**src/rtl/age_select_logic_pkg.sv**
```systemverilog
// Shared sizing for the RS select stage: entry count and entry index type.
package age_select_logic_pkg;
  localparam int RS_ENTRIES = 16;
  localparam int RS_IDX_W   = $clog2(RS_ENTRIES);
  typedef logic [RS_IDX_W-1:0] rs_idx_t;
endpackage

```
**src/rtl/age_select_logic_age_matrix.sv**
```systemverilog
// Age matrix: per-entry valid bits plus pairwise "i older than j" bits; picks the
// oldest eligible entry as a one-hot and its encoded index.
module age_select_logic_age_matrix
  import age_select_logic_pkg::*;
#(
  parameter int NUM_ENTRIES = RS_ENTRIES,
  parameter int IDX_W       = $clog2(NUM_ENTRIES)
) (
  input  logic                   clk,
  input  logic                   rst,
  input  logic                   alloc_en,
  input  logic [IDX_W-1:0]       alloc_index,
  input  logic                   free_en,
  input  logic [IDX_W-1:0]       free_index,
  input  logic                   flush,
  input  logic [NUM_ENTRIES-1:0] elig,
  output logic [NUM_ENTRIES-1:0] valid,
  output logic [NUM_ENTRIES-1:0] pick_oh,
  output logic [IDX_W-1:0]       pick_index,
  output logic                   pick_any
);
  logic [NUM_ENTRIES-1:0][NUM_ENTRIES-1:0] older;    // older[i][j]: i older than j
  logic [NUM_ENTRIES-1:0][NUM_ENTRIES-1:0] older_t;  // older_t[w][j]: j older than w
  logic [NUM_ENTRIES-1:0] valid_freed, valid_nxt;

  always_comb begin
    valid_freed = valid;
    if (free_en) valid_freed[free_index] = 1'b0;
    valid_nxt = valid_freed;
    if (alloc_en) valid_nxt[alloc_index] = 1'b1;
  end

  // Age bits of freed entries go stale; valid masks them until re-alloc rewrites the row/column.
  always_ff @(posedge clk or negedge rst) begin
    if (!rst) begin
      valid <= '0;
      older <= '0;
    end else if (flush) begin
      valid <= '0;
    end else begin
      valid <= valid_nxt;
      if (alloc_en) begin
        for (int j = 0; j < NUM_ENTRIES; j++) begin
          if (IDX_W'(j) == alloc_index) older[j] <= '0;
          else                          older[j][alloc_index] <= valid_freed[j];
        end
      end
    end
  end

  for (genvar gw = 0; gw < NUM_ENTRIES; gw++) begin : g_pick
    for (genvar gj = 0; gj < NUM_ENTRIES; gj++) begin : g_col
      assign older_t[gw][gj] = (gw != gj) && older[gj][gw];
    end
    assign pick_oh[gw] = elig[gw] & ~|(elig & older_t[gw]);
  end

  always_comb begin
    pick_index = '0;
    for (int i = 0; i < NUM_ENTRIES; i++)
      if (pick_oh[i]) pick_index = pick_index | IDX_W'(i);
  end

  assign pick_any = |pick_oh;
endmodule

```
**src/rtl/age_select_logic.sv**
```systemverilog
// RS select stage: masks the held entry out of the request vector, registers the
// oldest eligible entry on a valid/ready issue port and returns the grant to wakeup.
module age_select_logic
  import age_select_logic_pkg::*;
#(
  parameter int NUM_ENTRIES = RS_ENTRIES,
  parameter int IDX_W       = $clog2(NUM_ENTRIES)
) (
  input  logic                   clk,
  input  logic                   rst,
  input  logic                   alloc_en,
  input  logic [IDX_W-1:0]       alloc_index,
  input  logic                   free_en,
  input  logic [IDX_W-1:0]       free_index,
  input  logic                   flush,
  input  logic [NUM_ENTRIES-1:0] request_vector,
  output logic                   issue_valid,
  output logic [IDX_W-1:0]       issue_index,
  input  logic                   issue_ready,
  output logic                   grant_en,
  output logic [IDX_W-1:0]       grant_index
);
  logic [NUM_ENTRIES-1:0] valid, elig, held_oh, pick_oh;
  logic [IDX_W-1:0]       pick_index;
  logic                   pick_any, fire;

  // The held entry stays masked until wakeup clears its request after the grant.
  assign held_oh = issue_valid ? (NUM_ENTRIES'(1) << issue_index) : '0;
  assign elig    = request_vector & valid & ~held_oh;
  assign fire    = issue_valid & issue_ready;

  age_select_logic_age_matrix #(
    .NUM_ENTRIES(NUM_ENTRIES),
    .IDX_W      (IDX_W)
  ) u_age (
    .clk        (clk),
    .rst        (rst),
    .alloc_en   (alloc_en),
    .alloc_index(alloc_index),
    .free_en    (free_en),
    .free_index (free_index),
    .flush      (flush),
    .elig       (elig),
    .valid      (valid),
    .pick_oh    (pick_oh),
    .pick_index (pick_index),
    .pick_any   (pick_any)
  );

  always_ff @(posedge clk or negedge rst) begin
    if (!rst) begin
      issue_valid <= 1'b0;
      issue_index <= '0;
    end else if (flush) begin
      issue_valid <= 1'b0;
    end else if (issue_valid && free_en && free_index == issue_index) begin
      issue_valid <= 1'b0;
    end else if (!issue_valid || fire) begin
      issue_valid <= pick_any;
      if (pick_any) issue_index <= pick_index;
    end
  end

  assign grant_en    = fire;
  assign grant_index = issue_index;
endmodule

```
**config.mk**
```make
export PLATFORM = sky130hd
export DESIGN_NAME = age_select_logic
export DESIGN_NICKNAME = d
export VERILOG_FILES = /design/src/rtl/age_select_logic_pkg.sv /design/src/rtl/age_select_logic_age_matrix.sv /design/src/rtl/age_select_logic.sv
export SDC_FILE = /design/constraint.sdc
export NUM_CORES = 1
export LEC_CHECK = 0
export CAP_MARGIN = 0
export CORE_MARGIN = 5
export CORE_UTILIZATION = 58
export DETAILED_ROUTE_END_ITERATION = 6
export DONT_BUFFER_PORTS = 1
export HOLD_SLACK_MARGIN = 0.12
export PLACE_DENSITY = 0.74
export SLEW_MARGIN = 0
export SYNTH_ARGS = -nofsm -noshare
export SYNTH_HDL_FRONTEND = slang
export SYNTH_SLANG_ARGS = --single-unit
```
**constraint.sdc**
```tcl
create_clock -name clk -period 2.9 [get_ports clk]
set_input_delay 0.435 -clock clk [delete_from_list [all_inputs] [get_ports clk]]
set_output_delay 0.435 -clock clk [all_outputs]
set_load 0.1 [all_outputs]
```
==> results of run 1 <==
report_power, final:
part / switching, W / total (W) / internal [W]
clock network: 0.00149 / 0.00362 / 0.00213
registers: 0.000107 / 0.00384 / 0.00373
logic: 0.000958 / 0.00144 / 0.000484
sequential cells by signal, indices dropped and copies added (netlist names):
name and cells:
u_age.older 240, u_age.valid 16, grant_index 4, issue_valid 1
how the worst max path moves through the flow:
stage | cells past startpoint | endpoint | slack (ps)
after floorplan | 9 | grant_index[1] | 40
after global routing | 12 | grant_index[1] | -40
final | 10 | grant_index[1] | 30
after global placement | 10 | grant_index[2] | -340
after detailed placement | 10 | grant_index[2] | -350
after CTS | 11 | grant_index[1] | 1
critical path, delay by kind of cell, from the launching register on:
kind / cells / cell delay [ps]
buffers and inverters: 3 / 460
DFF: 1 / 460
AOI/OAI and AO/OA: 2 / 700
and+or+nand+nor: 4 / 840
muxes: 1 / 290
metal layers:
layer,share of wire (%),vias up
met1,37,6386
met2,42,1158
met4,6.2,0
met5,0,-
li1,-,5477
met3,15,232
placed cells by master (no fill, tap or decap), types with 10 or more instances in the layout:
cell type / synthesis / layout
nand3_1: 326 / 326
o21ai_0: 288 / 276
dfrtp_1: 261 / 256
buf_4: 11 / 163
a21oi_1: 143 / 141
nand2_1: 82 / 82
clkbuf_16: 0 / 30
a2111oi_2: 2 / 28
nand4_1: 21 / 21
inv_1: 16 / 16
o21ai_1: 2 / 12
a2111oi_1: 0 / 12
buf_12: 0 / 12
or2_2: 10 / 10
a21o_1: 12 / 10
metrics by stage:
| step | utilization (%) | hold WS, ps | power, W | cells |
|---|---|---|---|---|
| after global placement | 63.4 | 145 | 0.00507 | 1743 |
| final | 70.6 | -423 | 0.00891 | 1819 |
| after CTS | 68.4 | -428 | 0.00867 | 1801 |
| after detailed placement | 63.4 | 146 | 0.00508 | 1743 |
| after floorplan | - | 139 | 0.00466 | 1461 |
| after global routing | 70.6 | -432 | 0.00907 | 1819 |
cells by family after synthesis:
kind of cell | synth area share (%)
mux | 0.253
buf+inv | 5.64
flops | 50.8
simple gates | 18.9
compound gates | 24.1
xor+xnor | 0.273
cell type report:
class / instances / share of cell area (%)
clock inverters: 6 / 0.780
clock buffers: 40 / 5.09
inverters: 16 / 0.390
multi-input cells: 1030 / 38.5
flip-flops and latches: 261 / 42.4
repair buffers: 186 / 10.5
well taps: 280 / 2.27
what timing repair did:
item,CTS,global route
gates cloned,1,3
buffers inserted,4,15
hold endpoints to repair,319,261
gates resized for setup,23,70
endpoints found under the setup margin,5,5
pin swaps,2,13
==> flow_metrics.env, run 1 <==
export IMPL_status="complete, but fails checks"
export IMPL_violations="hold timing"
export IMPL_cp_arrival_ps=3310
export IMPL_crit_fanout=18
export IMPL_relSlewSlack_pct=34.8
export IMPL_tightest_slew_ps=977
export IMPL_fin_hold_ws_ps=-423
export IMPL_cts_hold_buf=7
export IMPL_synth_edff_count=0
export IMPL_nNetsFinal=1552
export IMPL_setup_ws_ps=26.9
export IMPL_fmax_mhz=348
export IMPL_overflow=0
export IMPL_syn_area_sq_um=12800
export IMPL_grt_util_met3_pct=11.3
export IMPL_yosysWarnings=0
export IMPL_clkTransAtPathRegs_ps=60
export IMPL_core_sq_um=21800
export IMPL_synth_area_top_cells="dfrtp_1, nand3_1, o21ai_0"
export IMPL_gp_congestion=1.08
export IMPL_num_fill_cells=1755
export IMPL_die_h_um=159
export IMPL_yosys_register_bits=261
export IMPL_io_pins=40
export IMPL_setup_viol=0
export IMPL_startpoint_type="flop"
export IMPL_ys_async_sr_fraction_pct=100
export IMPL_avgRoutedWirePerCell_um=31.0
export IMPL_vias_per_cell=7.29
export IMPL_drv_cap=0
export IMPL_rsz0062_at_grt="true"
export IMPL_synth_common_cells="nand3_1, o21ai_0, dfrtp_1"
export IMPL_period_minus_slack_ps=2870
export IMPL_cts_tree="built"
export IMPL_insertion_delay_ps=560
export IMPL_reg2reg_to="grant_index[1]"
export IMPL_worstSetupPathType="flop to flop"
export IMPL_cts_sinks=261
export IMPL_final_setup_skew_ps=13.6
export IMPL_cts_buffer_depth=3
export IMPL_dr_first_iter_drc_count=2093
export IMPL_place_ws_ps=-350
export IMPL_syn_num_nets=1491
export IMPL_register_area_sq_um=6540
export IMPL_finalSetupTns_ps=0
export IMPL_grt_pass1_vias=12329
export IMPL_yosysMostFrequentCell="nand3_1"
export IMPL_vias=13253
export IMPL_routed_wl_mm=56.4
export IMPL_worst_path_most_repeated_cell="buf_4"
export IMPL_synth_top_area_share_pct=50.8
export IMPL_avgSynthCellArea_sq_um=8.79
export IMPL_worst_r2r_cell_count=10
export IMPL_peakVddDrop_mv=0.674
export IMPL_drive_above_1_share_pct=19.3
export IMPL_syn_inst=1461
export IMPL_dieArea_sq_um=25200
export IMPL_clock_root_buffer="clkbuf_16"
export IMPL_grtUsageTotal_pct=42.7
export IMPL_grt_antenna_before_repair=0
export IMPL_end_kind="flop"
export IMPL_hp_class="primary input to async pin"
export IMPL_rows=54
export IMPL_p_leak_nw=6.48
export IMPL_required_ps=3340
export IMPL_cp_cell_sequence="nor2b_2, buf_12, a21oi_2, a2111oi_2, buf_4, nand4_1, buf_4, nand2_1, or4_1, mux2_2"
export IMPL_firstDrtPassIters=6
export IMPL_startpoint="grant_index[3]"
export IMPL_synthFlopType="dfrtp_1"
export IMPL_cts_inserted_buffers=27
export IMPL_power_density_nw_per_um2=578
export IMPL_fp_dieW_um=159
export IMPL_rr_startpoint="grant_index[3]"
export IMPL_drc=0
export IMPL_yosysSeqAreaShare_pct=50.8
export IMPL_grtUsageMet2_pct=62.9
export IMPL_ff2ff_setup_slack_ps=30
export IMPL_synth_distinct_cells=50
export IMPL_final_area_sq_um=15400
export IMPL_synth_top_area_cell="dfrtp_1"
export IMPL_grt_pass1_wl_mm=81.9
export IMPL_htreeDepth=1
export IMPL_crit_slowest_cell="a21oi_2"
export IMPL_gr_usage_met1_pct=60.4
export IMPL_hpwl_mm=38.0
export IMPL_grt_max_degree=262
export IMPL_fin_crit_sh_pct=99.1
export IMPL_multi_input_comb_area_sq_um=5930
export IMPL_placed_area_sq_um=13800
export IMPL_start_util_pct=58.9
export IMPL_slew_viol_final=0
export IMPL_grt_busiest_layer="met2"
export IMPL_area_growth_pct=19.9
export IMPL_cp_slowest_stage_delay_ps=540
export IMPL_ant_nets=0
export IMPL_io_buffers=0
export IMPL_finalHoldViolCount=261
export IMPL_diodes=0
No activity file was read; power rests on OpenSTA's default activity.
==> run 2, diff against run 1 <==
--- a/config.mk
+++ b/config.mk
@@ -6,12 +6,12 @@
 export NUM_CORES = 1
 export LEC_CHECK = 0
 export CAP_MARGIN = 0
-export CORE_MARGIN = 5
+export CORE_MARGIN = 2
 export CORE_UTILIZATION = 58
 export DETAILED_ROUTE_END_ITERATION = 6
 export DONT_BUFFER_PORTS = 1
 export HOLD_SLACK_MARGIN = 0.12
-export PLACE_DENSITY = 0.74
+export PLACE_DENSITY_LB_ADDON = 0.2
 export SLEW_MARGIN = 0
 export SYNTH_ARGS = -nofsm -noshare
 export SYNTH_HDL_FRONTEND = slang
==> run 2 against run 1 <==
The run ends with DRC, hold timing left. First-iteration DRC count up 11%. Fmax down 0.22%. Die area down 7.4%. Register-to-register slack about the same. Largest cell class unchanged. Highest routed layer is now met5.
==> flow_metrics.env, run 2 (same netlist as run 1, synthesis figures left out) <==
export IMPL_grt_max_degree=262
export IMPL_dp_cells=1745
export IMPL_multi_input_comb_area_sq_um=5960
export IMPL_violations="DRC, hold timing"
export IMPL_rows=54
export IMPL_vias=13222
export IMPL_finalHoldViolCount=261
export IMPL_insertion_delay_ps=570
export IMPL_vias_per_cell=7.30
export IMPL_overflow=0
export IMPL_power_total_w=0.00900
export IMPL_required_ps=3350
export IMPL_status="complete, but fails checks"
export IMPL_htreeDepth=1
export IMPL_period_minus_slack_ps=2880
export IMPL_rsz0062_at_grt="true"
export IMPL_start_util_pct=59.0
export IMPL_fmax_mhz=347
export IMPL_setup_viol=0
export IMPL_startpoint_type="flop"
export IMPL_grt_pass1_wl_mm=83.1
export IMPL_final_setup_skew_ps=22.0
export IMPL_io_buffers=0
export IMPL_cts_hold_buf=7
export IMPL_tightest_slew_ps=1060
export IMPL_power_density_nw_per_um2=583
export IMPL_avgRoutedWirePerCell_um=31.3
export IMPL_cts_sinks=261
export IMPL_ant_nets=0
export IMPL_area_growth_pct=20.2
export IMPL_slew_viol_final=0
export IMPL_drive_above_1_share_pct=18.8
export IMPL_dieArea_sq_um=23400
export IMPL_die_h_um=153
export IMPL_final_cells=1811
export IMPL_fin_hold_ws_ps=-431
export IMPL_dr_first_iter_drc_count=2323
export IMPL_grt_antenna_before_repair=2
export IMPL_cts_inserted_buffers=27
export IMPL_largest_register_ffs=240
export IMPL_cts_buffer_depth=3
export IMPL_crit_fanout=7
export IMPL_final_common_cell="nand3_1"
export IMPL_relSlewSlack_pct=29.4
export IMPL_cp_arrival_ps=3330
export IMPL_grt_pass1_vias=12429
export IMPL_num_fill_cells=1721
export IMPL_firstDrtPassIters=7
export IMPL_drv_cap=0
export IMPL_hp_class="primary input to async pin"
export IMPL_peakVddDrop_mv=0.466
export IMPL_end_kind="flop"
export IMPL_nNetsFinal=1539
export IMPL_grtUsageTotal_pct=48.0
export IMPL_worstSetupPathType="flop to flop"
export IMPL_clock_root_buffer="clkbuf_16"
export IMPL_clkTransAtPathRegs_ps=70
export IMPL_register_area_sq_um=6540
export IMPL_layout_common_cells="nand3_1, o21ai_0, dfrtp_1, buf_4, a21oi_1"
export IMPL_gp_congestion=1.10
export IMPL_p_leak_nw=6.47
export IMPL_io_pins=40
export IMPL_hpwl_mm=38.0
export IMPL_core_sq_um=21800
export IMPL_fin_crit_sh_pct=99.3
export IMPL_routed_wl_mm=56.6
export IMPL_top_register="u_age.older"
export IMPL_cts_tree="built"
export IMPL_fp_dieW_um=153
export IMPL_drc=8
run 2: cell count changes in the layout (fill, tap and decap cells not counted), moves of 3 or more:
cell and delta:
a2111oi_0 +4, a2111oi_4 +4, clkbuf_8 +3, buf_6 +4, buf_4 -17, a2111oi_2 -7
run 2: path summary, 6_finish.rpt:
kind / startpoint / endpoint / slack, ps / depth (start not counted)
worst max-delay path: grant_index[1] / grant_index[1] / 20 / 12
worst min-delay path: rst / u_age.older[211] / -430 / 0
worst max register to register: grant_index[1] / grant_index[1] / 20 / 12
worst min register to register: u_age.older[171] / u_age.older[171] / 480 / 2
max in group asynchronous: rst / grant_index[0] / 2580 / 0
min in group clk: alloc_index[2] / u_age.older[8] / 120 / 3
run 2: what timing repair did:
| action | CTS | global route |
|---|---|---|
| resized for setup | 24 | 72 |
| gates cloned | 0 | 2 |
| setup buffers | 1 | 5 |
| pin swaps | 1 | 15 |
| endpoints found under the setup margin | 5 | 5 |
| hold endpoints to repair | 318 | 261 |
run 2: report_power, final:
| part | switching, W | internal, W |
|---|---|---|
| registers | 0.0000981 | 0.00373 |
| logic | 0.000905 | 0.000438 |
| clock network | 0.00153 | 0.00230 |
run 2: final cells by class:
cell class | count | share of cell area, %
Timing Repair Buffer | 174 | 10.1
Sequential cell | 261 | 42.3
Multi-Input combinational cell | 1029 | 38.6
Clock buffer | 41 | 5.30
Antenna cell | 1 | 0.0162
Tap cell | 280 | 2.27
Clock inverter | 9 | 1.04
Inverter | 16 | 0.389
run 2: worst max-delay path, cell delays in order (launching register included):
cell,delay (ps)
dfrtp_2,460
nor3b_4,240
buf_6,150
buf_12,140
buf_4,120
buf_4,100
a21oi_1,60
a2111oi_0,460
nand4_1,260
o41ai_4,120
nor3_2,130
a21oi_4,210
mux2_4,320
run 2: stage by stage:
step / worst slack (ps) / hold slack [ps] / util, % / cell area (sq um) / TNS, ps
detailed placement: -148 / 146 / 63.9 / 13900 / -355
global placement: -181 / 144 / 63.9 / 13900 / -496
floorplan: 42.8 / 139 / - / 12900 / 0
finish: 20.5 / -431 / 71.0 / 15400 / 0
CTS: 2.70 / -429 / 69.2 / 15000 / 0
global route: -72.9 / -430 / 71.0 / 15400 / -208
run 2: routing by layer:
layer | track usage, % | wire [um] | up-vias
met5 | 0 | 8 | -
met4 | 20.6 | 3250 | 2
met3 | 13.8 | 8260 | 229
met2 | 71.3 | 24300 | 1117
met1 | 66.4 | 20800 | 6408
li1 | - | - | 5466
==> run 3, diff against run 2 <==
--- a/config.mk
+++ b/config.mk
@@ -8,6 +8,7 @@
 export CAP_MARGIN = 0
 export CORE_MARGIN = 2
 export CORE_UTILIZATION = 58
+export CTS_CLUSTER_SIZE = 10
 export DETAILED_ROUTE_END_ITERATION = 6
 export DONT_BUFFER_PORTS = 1
 export HOLD_SLACK_MARGIN = 0.12
==> run 3 against run 2 <==
The run ends with hold timing left. Clock skew increased by 4.8 ps. Clock power down 13%. Total power decreased by 4.3%. Setup slack worse by 16 ps. Critical path type unchanged. Largest cell class unchanged. Largest power group unchanged.
==> flow_metrics.env, run 3 (same netlist as run 1, synthesis figures left out) <==
export IMPL_setup_viol=0
export IMPL_drv_cap=0
export IMPL_worstSetupPathType="flop to flop"
export IMPL_grt_pass1_vias=12435
export IMPL_htreeDepth=1
export IMPL_cp_arrival_ps=3360
export IMPL_vias=13306
export IMPL_io_buffers=0
export IMPL_io_pins=40
export IMPL_dr_first_iter_drc_count=2206
export IMPL_grt_max_degree=262
export IMPL_layout_common_cells="nand3_1, o21ai_0, dfrtp_1, buf_4, a21oi_1"
export IMPL_firstDrtPassIters=6
export IMPL_rows=54
export IMPL_critPathCapture="grant_index[1]"
export IMPL_tightest_slew_ps=1080
export IMPL_crit_fanout=12
export IMPL_drc=0
export IMPL_grtUsageTotal_pct=47.9
export IMPL_nNetsFinal=1556
export IMPL_end_kind="flop"
export IMPL_status="complete, but fails checks"
export IMPL_worst_r2r_cell_count=12
export IMPL_hp_class="primary input to async pin"
export IMPL_ant_nets=0
export IMPL_top_register="u_age.older"
export IMPL_grt_pass1_wl_mm=82.8
export IMPL_fin_util_pct=71.3
export IMPL_finalSetupTns_ps=0
export IMPL_dieArea_sq_um=23400
export IMPL_core_sq_um=21800
export IMPL_avgRoutedWirePerCell_um=31.7
export IMPL_clkTransAtPathRegs_ps=60
export IMPL_final_common_cell="nand3_1"
export IMPL_final_setup_skew_ps=26.7
export IMPL_clock_root_buffer="clkbuf_16"
export IMPL_startpoint="grant_index[2]"
export IMPL_largest_register_ffs=240
export IMPL_startpoint_type="flop"
export IMPL_overflow=0
export IMPL_ff2ff_setup_slack_ps=5
export IMPL_violations="hold timing"
export IMPL_power_density_nw_per_um2=555
export IMPL_cts_sinks=261
export IMPL_required_ps=3360
export IMPL_cts_buffer_depth=3
export IMPL_p_leak_nw=6.49
export IMPL_vias_per_cell=7.35
export IMPL_cts_hold_buf=7
export IMPL_period_minus_slack_ps=2900
export IMPL_peakVddDrop_mv=0.520
export IMPL_gp_congestion=1.10
export IMPL_rr_startpoint="grant_index[2]"
export IMPL_cts_inserted_buffers=30
export IMPL_area_growth_pct=20.8
export IMPL_slew_viol_final=0
export IMPL_fp_dieW_um=153
export IMPL_die_h_um=153
export IMPL_reg2reg_to="grant_index[1]"
export IMPL_fmax_mhz=345
export IMPL_fin_crit_sh_pct=99.8
export IMPL_fin_hold_ws_ps=-457
export IMPL_hpwl_mm=38.0
export IMPL_routed_wl_mm=57.4
export IMPL_start_util_pct=59.0
export IMPL_drive_above_1_share_pct=19.7
export IMPL_relSlewSlack_pct=27.9
export IMPL_insertion_delay_ps=590
export IMPL_finalHoldViolCount=261
export IMPL_grt_antenna_before_repair=0
export IMPL_diodes=0
export IMPL_cts_tree="built"
==> run 3: power by group <==
group,switching (W),leakage (nW),internal (W)
Combinational,0.000953,2.47,0.000502
Clock,0.00149,0.392,0.00183
Sequential,0.0000995,3.62,0.00373
==> run 3: repair_timing <==
action	4_1_cts	5_1_grt
hold endpoints to repair	325	261
gates resized for setup	20	107
setup buffers	1	18
pin swaps	1	30
gates cloned	0	3
setup endpoints to repair	5	5
==> run 3: metrics by stage <==
| step | worst slack (ps) | area (sq um) | total power (W) | instances |
|---|---|---|---|---|
| CTS | 3.96 | 14900 | 0.00835 | 1789 |
| finish | 4.51 | 15500 | 0.00861 | 1810 |
| global placement | -181 | 13900 | 0.00506 | 1745 |
| floorplan | 42.8 | 12900 | 0.00466 | 1461 |
| global route | -88.5 | 15500 | 0.00876 | 1810 |
| detailed placement | -148 | 13900 | 0.00508 | 1745 |
==> run 3: per-layer routing <==
metal | vias to the layer above | part of all wire, % | global-route usage (%)
li1 | 5464 | - | -
met1 | 6393 | 37 | 65.6
met5 | - | 0 | 0
met2 | 1180 | 42 | 70.5
met3 | 269 | 15 | 14.9
met4 | 0 | 6.4 | 21.8
==> run 3: final cells by class <==
cell class | instances | area (sq um)
sequential | 261 | 6540
fill | 1712 | 6240
multi-input combinational | 1029 | 6080
clock buffer | 33 | 762
clock inverter | 3 | 40.0
timing repair buffer | 188 | 1690
tap | 280 | 350
inverter | 16 | 60.1
==> run 3: worst min path at each step <==
stage / start / endpoint / slack, ps / cells past startpoint
6_report: rst / u_age.older[211] / -460 / 0
3_3_place_gp: rst / u_age.older[61] / 140 / 0
2_1_floorplan: rst / grant_index[0] / 140 / 0
4_1_cts: rst / u_age.older[202] / -450 / 0
3_5_place_dp: rst / u_age.older[61] / 150 / 0
5_1_grt: rst / u_age.older[202] / -450 / 0
==> run 3: worst max-delay path, cell delays in order, from the launching register on <==
cell	delay, ps
dfrtp_2	460
buf_4	170
nor2_4	140
buf_12	160
buf_4	130
a21oi_1	140
a2111oi_2	430
buf_4	190
nand4_1	140
nand4_1	200
nor3_4	70
a21oi_4	220
mux2_4	320
